File: src/rtl/seq_pkg.sv
// Shared opcodes, unit indices, error codes and FSM states for the script sequencer.
// The watchdog is only present when SEQ_WATCHDOG_EN is defined.
package seq_pkg;

    localparam logic [2:0] OP_ACTION = 3'b001;
    localparam logic [2:0] OP_JUMP   = 3'b010;
    localparam logic [2:0] OP_WAIT   = 3'b011;
    localparam logic [2:0] OP_GAME   = 3'b100;
    localparam logic [2:0] OP_END    = 3'b111;

    localparam int UNIT_ACTION = 0;
    localparam int UNIT_JUMP   = 1;
    localparam int UNIT_WAIT   = 2;
    localparam int UNIT_GAME   = 3;

    localparam logic [1:0] ERR_NONE    = 2'b00;
    localparam logic [1:0] ERR_ILLEGAL = 2'b01;
    localparam logic [1:0] ERR_WDOG    = 2'b10;

    typedef enum logic [2:0] {
        S_IDLE,
        S_FETCH,
        S_LATCH,
        S_EXEC,
        S_HALT,
        S_ERROR
    } state_t;

    // Maps a unit opcode to its one-hot dispatch bit; anything else gives zero.
    function automatic logic [3:0] unit_onehot(input logic [2:0] op);
        logic [3:0] sel;
        sel = 4'b0000;
        case (op)
            OP_ACTION: sel[UNIT_ACTION] = 1'b1;
            OP_JUMP:   sel[UNIT_JUMP]   = 1'b1;
            OP_WAIT:   sel[UNIT_WAIT]   = 1'b1;
            OP_GAME:   sel[UNIT_GAME]   = 1'b1;
            default:   sel = 4'b0000;
        endcase
        return sel;
    endfunction

endpackage

File: src/rtl/script_sequencer_if.sv
// Dispatch bus between the script sequencer (master) and its execution units (slave).
interface script_sequencer_if;

    logic [15:0] instr_q;
    logic [3:0]  op_valid;
    logic [3:0]  unit_done;
    logic        jump_taken;
    logic [7:0]  jump_target;

    modport master (
        output instr_q,
        output op_valid,
        input  unit_done,
        input  jump_taken,
        input  jump_target
    );

    modport slave (
        input  instr_q,
        input  op_valid,
        output unit_done,
        output jump_taken,
        output jump_target
    );

endinterface

File: src/rtl/seq_watchdog.sv
// Per-instruction EXEC cycle counter; flags expiry on the LIMIT-th EXEC cycle.
module seq_watchdog #(
    parameter logic [31:0] LIMIT = 32'd500_000_000
) (
    input  logic clk,
    input  logic rst,
    input  logic clear,
    input  logic active,
    output logic expired
);

    logic [31:0] count;

    always_ff @(posedge clk or posedge rst) begin
        if (rst) begin
            count <= 32'd0;
        end else if (clear) begin
            count <= 32'd0;
        end else if (active) begin
            count <= count + 32'd1;
        end
    end

    assign expired = active && (count == LIMIT - 32'd1);

endmodule

File: src/rtl/script_sequencer.sv
// Fetch/decode/dispatch sequencer for the traveler script engine.
// Define SEQ_WATCHDOG_EN to compile in the per-instruction EXEC watchdog.
module script_sequencer
    import seq_pkg::*;
#(
    parameter int          PC_STEP     = 2,
    parameter logic [31:0] WDOG_CYCLES = 32'd500_000_000
) (
    input  logic                       clk,
    input  logic                       rst,
    input  logic                       run_en,
    input  logic                       step,
    output logic [7:0]                 pc,
    input  logic [15:0]                instr,
    script_sequencer_if.master         units,
    output logic                       busy,
    output logic                       halted,
    output logic                       error,
    output logic [1:0]                 err_code
);

    state_t      state;
    logic [15:0] instr_q;
    logic [3:0]  op_valid;
    logic        done_hit;
    logic        wdog_expired;

    assign units.instr_q  = instr_q;
    assign units.op_valid = op_valid;

    // op_valid doubles as the decoded unit select, so only that unit's done counts.
    assign done_hit = (units.unit_done & op_valid) != 4'b0000;

`ifdef SEQ_WATCHDOG_EN
    seq_watchdog #(
        .LIMIT(WDOG_CYCLES)
    ) u_watchdog (
        .clk     (clk),
        .rst     (rst),
        .clear   (state == S_LATCH),
        .active  (state == S_EXEC),
        .expired (wdog_expired)
    );
`else
    assign wdog_expired = 1'b0;
`endif

    always_ff @(posedge clk or posedge rst) begin
        if (rst) begin
            state    <= S_IDLE;
            pc       <= 8'h00;
            instr_q  <= 16'h0000;
            op_valid <= 4'b0000;
            busy     <= 1'b0;
            halted   <= 1'b0;
            error    <= 1'b0;
            err_code <= ERR_NONE;
        end else begin
            case (state)
                S_IDLE: begin
                    if (run_en || step) begin
                        state <= S_FETCH;
                        busy  <= 1'b1;
                    end
                end
                S_FETCH: begin
                    state <= S_LATCH;
                end
                S_LATCH: begin
                    instr_q <= instr;
                    case (instr[2:0])
                        OP_ACTION, OP_JUMP, OP_WAIT, OP_GAME: begin
                            op_valid <= unit_onehot(instr[2:0]);
                            state    <= S_EXEC;
                        end
                        OP_END: begin
                            state  <= S_HALT;
                            busy   <= 1'b0;
                            halted <= 1'b1;
                        end
                        default: begin
                            state    <= S_ERROR;
                            busy     <= 1'b0;
                            error    <= 1'b1;
                            err_code <= ERR_ILLEGAL;
                        end
                    endcase
                end
                S_EXEC: begin
                    if (done_hit) begin
                        op_valid <= 4'b0000;
                        if (op_valid[UNIT_JUMP] && units.jump_taken) begin
                            pc <= units.jump_target & 8'hFE;
                        end else begin
                            pc <= pc + 8'(PC_STEP);
                        end
                        state <= run_en ? S_FETCH : S_IDLE;
                        busy  <= run_en;
                    end else if (wdog_expired) begin
                        op_valid <= 4'b0000;
                        state    <= S_ERROR;
                        busy     <= 1'b0;
                        error    <= 1'b1;
                        err_code <= ERR_WDOG;
                    end
                end
                default: begin
                    // HALT and ERROR hold everything until rst.
                    state <= state;
                end
            endcase
        end
    end

endmodule

File: src/flat_wrapper.sv
// flat-port wrapper written by rule: the top's interface ports become plain ports
module script_sequencer_flat import seq_pkg::*;
#(
    parameter int          PC_STEP     = 2,
    parameter logic [31:0] WDOG_CYCLES = 32'd500_000_000
)
  (clk, rst, run_en, step, pc, instr, busy, halted, error, err_code, units_instr_q, units_op_valid, units_unit_done, units_jump_taken, units_jump_target);
  script_sequencer_if units_i ();
  input  logic clk;
  input  logic rst;
  input  logic run_en;
  input  logic step;
  output logic [7:0] pc;
  input  logic [15:0] instr;
  output logic busy;
  output logic halted;
  output logic error;
  output logic [1:0] err_code;
  output wire logic [$bits(units_i.instr_q)-1:0] units_instr_q;
  output wire logic [$bits(units_i.op_valid)-1:0] units_op_valid;
  input wire logic [$bits(units_i.unit_done)-1:0] units_unit_done;
  input wire logic [$bits(units_i.jump_taken)-1:0] units_jump_taken;
  input wire logic [$bits(units_i.jump_target)-1:0] units_jump_target;
  assign units_instr_q = units_i.instr_q;
  assign units_op_valid = units_i.op_valid;
  assign units_i.unit_done = units_unit_done;
  assign units_i.jump_taken = units_jump_taken;
  assign units_i.jump_target = units_jump_target;
  script_sequencer #(.PC_STEP(PC_STEP), .WDOG_CYCLES(WDOG_CYCLES)) u_core (.clk(clk), .rst(rst), .run_en(run_en), .step(step), .pc(pc), .instr(instr), .units(units_i), .busy(busy), .halted(halted), .error(error), .err_code(err_code));
endmodule
File: config.mk
export PLATFORM = sky130hd
export DESIGN_NAME = script_sequencer_flat
export DESIGN_NICKNAME = d
export VERILOG_FILES = /design/src/rtl/seq_pkg.sv /design/src/rtl/script_sequencer_if.sv /design/src/rtl/seq_watchdog.sv /design/src/rtl/script_sequencer.sv /design/src/flat_wrapper.sv
export SDC_FILE = /design/constraint.sdc
export NUM_CORES = 1
export LEC_CHECK = 0
export CAP_MARGIN = 20
export CORE_MARGIN = 10
export CORE_UTILIZATION = 46
export DETAILED_ROUTE_END_ITERATION = 6
export PLACE_DENSITY = 0.83
export SYNTH_ARGS = -nofsm -noshare
export SYNTH_HDL_FRONTEND = slang
export SYNTH_SLANG_ARGS = --single-unit
File: constraint.sdc
create_clock -name clk -period 2.19 [get_ports clk]
set_input_delay 0.438 -clock clk [delete_from_list [all_inputs] [get_ports clk]]
set_output_delay 0.438 -clock clk [all_outputs]
set_load 0.01 [all_outputs]
==> impl_metrics.ini <==
[synthesis]
synthesis.area_um2 = 1630
ys_ff_latch = 33
ys_seq_area_frac = 0.505
async_flop_share = 1.00
syn_area_per_cell_um2 = 11.3
yosysMostFrequentCell = dfrtp_1
synth-edff-count = 0
yosys_warnings = 0
synthTopCellsByCount = dfrtp_1, mux2_2, nand2_1
synth_largest_area_cell = dfrtp_1
ys_types = 42
syn_inst = 144
synth_ff_type = dfrtp_1
ys_top_cells_by_area = dfrtp_1, mux2_2, mux2_4
yosysTopAreaCellShare = 0.505

[timing]
tns_ns = 0
hold_ws_ns = 0.272
hold_viol_final = 0
period_share = 0.828
setup_viol = 0
clock-skew-final_ns = 0.00725
layout_min_cycle_time_ns = 1.81
fmax_mhz = 552
rsz0062_at_grt = false
maxSlewViolCount = 0

[finish]
fillers = 245
antenna_cells = 0
multiInputGateArea_um2 = 732
post_route_cells_drive_above_1_share = 0.195
nets = 243
area_growth_pct = 45.9
seq_area_um2 = 826

[drt]
route.met2.wl_mm = 2.05
wl_per_cell_um = 16.2
drt_wl_total_mm = 4.15
drtIter0Drc = 78
drtPass1Iterations = 4
route.met3.wl_um = 395
route.detailed.drc = 0
drtAntennaViolNets = 0
routed.top_layer = met4
wl_met1_mm = 1.65
num_vias = 1322
viasPerCell = 5.16

[global_routing]
grt_max_degree = 21
grt_pass1_wl_mm = 6.76
antenna_found_initial = 0
overflow = 0
track_usage = 0.134
grt_pass1_vias = 1351

[power_and_ir_drop]
powerDensity_nw_per_um2 = 1160
swShare = 0.320
pwr-share-comb = 0.442
p_seq_frac = 0.387
pwr-share-clk = 0.171
vdd_drop_max_mv = 0.753
internal_power_mw = 1.88
switchingPower_uw = 886
p_leak_nw = 1.01

[run_status]
status = complete, no violations

[critical_path]
setup.worst_path.class = in -> reg
cp-end-kind = flop
cp_max_fo = 4
worstPathRequired_ns = 2.42
path_delay_family = simple AND/OR/NAND/NOR gates
critPathSlowestCell = clkdlybuf4s50_1
start_kind = input pin
cpPeakStageDelay_ns = 0.45
cp_num_buf_inv = 1
cp.arrival_ns = 2.04
path_cells = clkdlybuf4s50_1, or3_4, and3b_1, o21a_4, mux2_4

[placed_design]
port_buffers = 62
hpwl_mm = 3.29
place_congestion = 0.825

[floorplanning]
dieHeight_um = 79.6
dieArea_um2 = 6340
coreArea_um2 = 3390
start_util = 0.482
fp.dieW_um = 79.6
rows = 21
ios = 66

[clock_network]
post-cts-setup-buffer-count = 0
cts_root_buf = clkbuf_4
cts_tree = done
cts.clk_slew.worst_paths_ns = 0.10
cts_sinks = 33
clk_latency_ns = 0.33
cts_max_path_buffers = 2
cts_hold_buf = 0
cts_made_buffers = 5
postCtsResizedCells = 0
cts_max_level = 2

[run]
maxCapViolCount = 0

[min_path]
hp-class = in -> async
## state kept, by name (all words and copies together), names as in the netlist
register / flops
u_core.halted: 1
u_core.state: 3
u_core.units.instr_q: 16
u_core.busy: 1
u_core.pc: 7
u_core.error: 1
u_core.units.op_valid: 4
## metrics by stage
step,setup slack (ns),cells,utilization,power (mW),cell area [µm²]
after floorplan,0.412,145,-,1.66,1640
after global placement,0.0490,248,0.678,2.26,2300
after detailed placement,0.0374,248,0.678,2.32,2300
after CTS,0.386,256,0.704,2.80,2380
after global routing,0.274,256,0.704,2.95,2380
final,0.377,256,0.704,2.77,2380
## cell families after synthesis
family,synth area share
compound gates,0.127
xor+xnor,0.00536
fa+ha+maj,0.00766
buf+inv,0.0521
flops,0.505
mux,0.160
other cells,0.00229
simple gates,0.140
## routing by layer
metal	global-route usage	vias to the layer above
li1	-	644
met1	0.146	624
met2	0.219	46
met3	0.0721	8
met4	0.0430	0
met5	0	-
## cell usage in the layout, fill, tap and decap left out, drive strengths merged, types with 2 or more instances in the layout
master and instances:
a21boi 2, a21o 3, a21oi 4, a22o 2, a22oi 4, and3 3
and3b 2, buf 7, clkbuf 7, clkdlybuf4s50 62, conb 2, dfrtp 33
inv 3, mux2 21, nand2 12, nand3 6, nor2 6, nor4b 3
o21a 2, o21ai 9
## path summary, 6_finish.rpt
kind                                 start                       end  slack [ns]  cells after the start
max reg2reg                u_core.state[0]              u_core.pc[1]        0.41                      5
min in group clk             u_core.halted             u_core.halted        0.47                      1
min reg2reg                  u_core.halted             u_core.halted        0.47                      1
min                                    rst  u_core.units.instr_q[10]        0.27                      2
max                               instr[0]  u_core.units.op_valid[2]        0.38                      5
max in group asynchronous              rst   u_core.units.instr_q[5]        1.45                      3
## power groups by stage
stage | combinational (mW) | clock [mW] | sequential, mW
final | 1.22 | 0.475 | 1.07
after global routing | 1.32 | 0.516 | 1.12
after CTS | 1.25 | 0.485 | 1.07
after detailed placement | 1.24 | 0 | 1.08
after floorplan | 0.516 | 0 | 1.14
after global placement | 1.20 | 0 | 1.06
## cell type report
type / instances / area share
inverters: 3 / 0.00472
clock inverters: 1 / 0.0126
multi-input cells: 97 / 0.307
repair buffers: 69 / 0.282
flip-flops and latches: 33 / 0.346
well taps: 46 / 0.0241
clock buffers: 7 / 0.0231
Note: power is estimated with default switching activity, not from simulation.
